==> src/rtl/u_bam8_acc_pkg.sv <==
// Shared definitions for the approximate-multiplier beat accumulator.
package u_bam8_acc_pkg;

    // Width of one product beat from the upstream 8x8 array multiplier.
    localparam int PROD_W    = 16;
    localparam int DEF_ACC_W = 24;
    localparam int DEF_CNT_W = 8;

    // ACC: collecting beats of a frame; HOLD: presenting the finished frame.
    typedef enum logic {
        ST_ACC  = 1'b0,
        ST_HOLD = 1'b1
    } state_t;

endpackage

==> src/rtl/u_bam8_acc_satadd.sv <==
// Combinational saturating adder: acc + zero-extended prod, clamped to all-ones.
module u_bam8_acc_satadd
    import u_bam8_acc_pkg::*;
#(
    parameter int ACC_W = DEF_ACC_W
) (
    input  logic [ACC_W-1:0]  acc,
    input  logic [PROD_W-1:0] prod,
    output logic [ACC_W-1:0]  sum,
    output logic              ovf
);

    // One extra bit keeps the carry so overflow is exact before clamping.
    logic [ACC_W:0] wide;

    // Add at ACC_W+1 bits, then clamp on carry-out.
    always_comb begin
        wide = {1'b0, acc} + {{(ACC_W + 1 - PROD_W){1'b0}}, prod};
        ovf  = wide[ACC_W];
        sum  = ovf ? {ACC_W{1'b1}} : wide[ACC_W-1:0];
    end

endmodule

==> src/rtl/u_bam8_acc.sv <==
// Frame accumulator for product beats: saturating sum, saturating beat count,
// and a one-entry result hold with valid/ready handshake.
module u_bam8_acc
    import u_bam8_acc_pkg::*;
#(
    parameter int ACC_W = DEF_ACC_W,
    parameter int CNT_W = DEF_CNT_W
) (
    input  logic              clk,
    input  logic              rst,
    input  logic [PROD_W-1:0] in_prod,
    input  logic              in_valid,
    input  logic              in_last,
    output logic              in_ready,
    output logic [ACC_W-1:0]  out_sum,
    output logic [CNT_W-1:0]  out_cnt,
    output logic              out_sat,
    output logic              out_valid,
    input  logic              out_ready
);

    state_t             state;
    state_t             state_nxt;
    logic               accept;
    logic               retire;

    logic [ACC_W-1:0]   acc;
    logic [ACC_W-1:0]   acc_sum;
    logic               acc_ovf;
    logic [CNT_W-1:0]   cnt;
    logic [CNT_W-1:0]   cnt_nxt;
    logic               sat;
    logic               sat_nxt;

    u_bam8_acc_satadd #(
        .ACC_W (ACC_W)
    ) u_satadd (
        .acc  (acc),
        .prod (in_prod),
        .sum  (acc_sum),
        .ovf  (acc_ovf)
    );

    // Beat counter sticks at all-ones; sat is sticky across the frame.
    always_comb begin
        cnt_nxt = (cnt == {CNT_W{1'b1}}) ? cnt : cnt + CNT_W'(1);
        sat_nxt = sat | acc_ovf;
    end

    // Next-state and handshake decode; ready/valid depend on state only.
    always_comb begin
        // NOTE: every output of this block gets a default first so no path leaves it unassigned (no latch).
        state_nxt = state;
        in_ready  = 1'b0;
        out_valid = 1'b0;
        accept    = 1'b0;
        retire    = 1'b0;
        case (state)
            ST_ACC: begin
                in_ready = 1'b1;
                accept   = in_valid;
                if (in_valid && in_last) begin
                    state_nxt = ST_HOLD;
                end
            end
            ST_HOLD: begin
                out_valid = 1'b1;
                retire    = out_ready;
                if (out_ready) begin
                    state_nxt = ST_ACC;
                end
            end
            default: state_nxt = ST_ACC;
        endcase
    end

    // State register.
    always_ff @(posedge clk or posedge rst) begin
        // NOTE: sequential state uses non-blocking assignments so all registers update from pre-edge values.
        if (rst) begin
            state <= ST_ACC;
        end else begin
            state <= state_nxt;
        end
    end

    // Accumulator, counter, sat flag and the registered frame result.
    always_ff @(posedge clk or posedge rst) begin
        if (rst) begin
            acc     <= '0;
            cnt     <= '0;
            sat     <= 1'b0;
            out_sum <= '0;
            out_cnt <= '0;
            out_sat <= 1'b0;
        end else if (retire) begin
            acc <= '0;
            cnt <= '0;
            sat <= 1'b0;
        end else if (accept) begin
            acc <= acc_sum;
            cnt <= cnt_nxt;
            sat <= sat_nxt;
            if (in_last) begin
                out_sum <= acc_sum;
                out_cnt <= cnt_nxt;
                out_sat <= sat_nxt;
            end
        end
    end

endmodule

==> config.mk <==
export PLATFORM = sky130hd
export DESIGN_NAME = u_bam8_acc
export DESIGN_NICKNAME = d
export VERILOG_FILES = /design/src/rtl/u_bam8_acc_pkg.sv /design/src/rtl/u_bam8_acc_satadd.sv /design/src/rtl/u_bam8_acc.sv
export SDC_FILE = /design/constraint.sdc
export NUM_CORES = 1
export LEC_CHECK = 0
export BUFFER_PORTS_ARGS = -buffer_cell sky130_fd_sc_hd__buf_2
export CORE_AREA = 4 4 88 90
export DETAILED_ROUTE_END_ITERATION = 7
export DIE_AREA = 0 0 92 94
export PLACE_DENSITY_LB_ADDON = 0.05
export SYNTH_ARGS = -nofsm -noshare
export SYNTH_HDL_FRONTEND = slang
export SYNTH_HIERARCHICAL = 1
export SYNTH_SLANG_ARGS = --single-unit
==> constraint.sdc <==
create_clock -name clk -period 3 [get_ports clk]
set_input_delay 0.3 -clock clk [delete_from_list [all_inputs] [get_ports clk]]
set_output_delay 0.3 -clock clk [all_outputs]
set_load 0.02 [all_outputs]
==> results.toml <==
[floorplanning]
area_of_the_die_sq_mm = 0.00865
std_cell_rows = 31
fp.dieH_um = 94
start_util_pct = 55.5
pin_count = 56
dieWidth_um = 92
fp.coreArea_sq_mm = 0.00706

[sta]
finalClockSkew_ns = 0.0113
setup_repair_after_global_routing_missed_its_margin = "false"
slew_viol_final = 0
fin_tns_setup_ns = 0
timing.final.crit_period_ns = 2.78
max_slew_margin_pct = 39.6
setup_viol_count_final = 0
tightest_slew_ns = 0.902
fin_ws_ns = 0.223
timing.final.crit_share_pct = 92.6
finalHoldViolations = 0
achievable-frequency_mhz = 360

[critical_path]
worst-endpoint-required_ns = 3.22
crit_type = "reg -> reg"
crit_arrival_ns = 2.99
crit_path_end_kind = "flip-flop"
critical_path_peak_fanout = 6
crit_path_start_kind = "flip-flop"

[global_route]
initial_antenna_violation_count = 0
grt_first_pass_wirelength_um = 14600
grt_max_degree = 68
grtUsageTotal_pct = 21.1
grt-ovfl-total = 0
number_of_global_route_vias_before_repair = 3046

[min_path]
hold_path.class = "in -> async"

[layout]
num-fill-cells = 622
antennaDiodeCount = 0
final_layout_size_suffix_gt1_share_pct = 22.8
syn_to_final_growth_pct = 15.0
nets_finish = 486
area_used_by_multi_input_combinational_logic_sq_mm = 0.00212
stdcell_area_sq_mm = 0.00451
area.sequential_sq_mm = 0.00168
layoutNonFillerInstCount = 551

[placed_design]
numPlacedInstances = 535
place_worst_setup_slack_ns = 0.194
routabilityCongestion = 0.951
placement.io_buffers = 55
detailed_place.area_sq_mm = 0.00427
post_detail_place_hpwl_um = 6090

[route]
post_drt_via_cell_ratio = 5.75
wl_per_cell_um = 15.6
drt.antenna.violating_nets = 0
routed_vias = 3169
drtPass1Iterations = 6
wl_um = 8620
detailedRoute.firstIterationViolations = 160
drc_errors = 0

[logic_synthesis]
synthesis.instances = 393
synth_area_per_cell_sq_um = 9.97
synth_simple_gate_area_share_pct = 14.3
mappedNetlistArea_sq_mm = 0.00392
ys.flop_type = "sky130_fd_sc_hd__dfrtp_1"
post_synthesis_share_of_cell_area_spent_on_xor_and_xnor_gates_pct = 3.80
synth_compound_area_share_pct = 21.9
synth_fp_nets = 432
synth-seq-cells = 67
yosys-mux-area-fraction_pct = 7.98
synth_async_sr_flop_share_pct = 100
number_of_flops_mapped_to_enable_cells_by_yosys = 0
synth_cell_types = 56
largest_family_of_logic_cells_by_synthesized_area = "compound AO/OA/AOI/OAI gates"
yosys.area_share.adder_pct = 5.94
ys.warnings.count = 6
synth_sequential_area_ratio_pct = 42.8

[clock_network]
htreeDepth = 3
cts_root_buf = "sky130_fd_sc_hd__clkbuf_8"
clk_path_buf_depth = 2
setup_bufs_post_cts = 0
cts_resized = 0
cts_buffers = 9
clkLatencyLatePin_ns = 0.34
cts.clk_slew.worst_paths_ns = 0.08
clock_sinks = 67
cts_tree = "done"
cts.hold.buffers_added = 0

[power_and_ir_drop]
irDropWorstVdd_uv = 605
leakagePower_nw = 2.08
pwr_density_cell_mw_per_mm2 = 944

[outcome]
run_status = "finished, final reports clean"

[flow_run]
cap_violations = 0
## where the power goes
group	internal (W)	leakage, nW	switching (W)
registers	0.00119	0.859	0.000207
clock network	0.000490	0.108	0.000358
logic	0.000842	1.12	0.00117
total	0.00252	2.08	0.00173
## final cells by class
type / instances / share of cell area [%]
multi-input combinational: 300 / 47.2
clock buffer: 10 / 3.05
clock inverter: 6 / 1.97
sequential: 67 / 37.2
tap: 99 / 2.75
timing repair buffer: 62 / 7.28
inverter: 7 / 0.583
## Yosys cell counts, types with 4 or more instances
cell type	n	area share, %
sky130_fd_sc_hd__ha_1	17	5.4
sky130_fd_sc_hd__nand2_1	39	3.7
sky130_fd_sc_hd__mux2_1	22	6.3
sky130_fd_sc_hd__inv_1	7	0.67
sky130_fd_sc_hd__nor2_1	21	2.0
sky130_fd_sc_hd__buf_4	5	0.96
sky130_fd_sc_hd__a22o_1	25	5.6
sky130_fd_sc_hd__o211ai_1	4	0.77
sky130_fd_sc_hd__buf_2	6	0.77
sky130_fd_sc_hd__nand2_2	11	1.8
sky130_fd_sc_hd__o21ai_1	6	0.77
sky130_fd_sc_hd__a21oi_1	33	4.2
sky130_fd_sc_hd__xnor2_1	7	1.6
sky130_fd_sc_hd__o31ai_1	4	0.77
sky130_fd_sc_hd__o21a_1	4	0.77
sky130_fd_sc_hd__clkbuf_1	7	0.67
sky130_fd_sc_hd__o21ai_0	18	2.3
sky130_fd_sc_hd__nand4_1	7	1.1
sky130_fd_sc_hd__or3_1	5	0.80
sky130_fd_sc_hd__nand3_1	15	1.9
sky130_fd_sc_hd__dfrtp_1	67	43
sky130_fd_sc_hd__mux2_2	4	1.1
sky130_fd_sc_hd__a31oi_1	4	0.64
sky130_fd_sc_hd__xor2_1	10	2.2
## cells in the final DEF (no fill, tap or decap), drive strengths merged, types with 3 or more instances in the layout
master / count
buf: 62
nand4: 7
or2: 3
a211oi: 3
inv: 7
ha: 17
nand2: 50
mux2: 26
xnor2: 7
nor2: 21
a31oi: 4
xor2: 10
o21a: 4
nand3: 15
dfrtp: 67
a21oi: 35
or3: 5
clkbuf: 10
a2bb2oi: 3
o31ai: 4
o21ai: 24
a22o: 25
o211ai: 4
## worst max-delay path, cell delays in order, from the launching register on
cell	delay, ns
sky130_fd_sc_hd__dfrtp_1	0.39
sky130_fd_sc_hd__ha_1	0.24
sky130_fd_sc_hd__fa_1	0.43
sky130_fd_sc_hd__nand3_1	0.13
sky130_fd_sc_hd__a211o_1	0.22
sky130_fd_sc_hd__a21oi_4	0.11
sky130_fd_sc_hd__o41ai_4	0.26
sky130_fd_sc_hd__nor2_1	0.18
sky130_fd_sc_hd__or3_1	0.41
sky130_fd_sc_hd__mux2_1	0.29
## metal layers
layer / wire length (um) / track usage (%)
met3: 356 / 4.49
met2: 4180 / 34.7
met5: 0 / 0
met4: 61 / 6.19
met1: 4020 / 28.2
## final timing paths
check / from / slack [ns] / end / cells past startpoint
max in group asynchronous: rst / 2.24 / acc[6] / 3
min in group clk: out_ready / 0.22 / state / 2
setup / recovery: acc[0] / 0.22 / out_sum[23] / 9
setup reg to reg: acc[0] / 0.22 / out_sum[23] / 9
hold reg to reg: out_cnt[4] / 0.47 / out_cnt[4] / 2
hold / removal: rst / 0.19 / out_sum[3] / 3
## logic make-up (layout without fill, tap and decap cells)
family	count (synthesis)	count (layout)
AOI/OAI and AO/OA	122	122
buffers and inverters	26	85
adders and majority gates	18	18
muxes	28	28
and+or+nand+nor	115	115
xor gates and xnor gates	17	17
DFF	67	67
## registers in the layout, indices dropped and copies added, names as in the netlist
register,flops
state,1
out_sum,24
out_sat,1
cnt,8
out_cnt,8
sat,1
acc,24
## metrics by stage
step           hold slack, ns  power, W  utilization (%)
2_1_floorplan           0.396   0.00291                -
3_3_place_gp            0.450   0.00338             60.5
3_5_place_dp            0.455   0.00339             60.5
4_1_cts                 0.201   0.00426             63.7
5_1_grt                 0.204   0.00458             63.8
6_report                0.191   0.00425             63.8
Note: power is estimated with default switching activity, not from simulation.
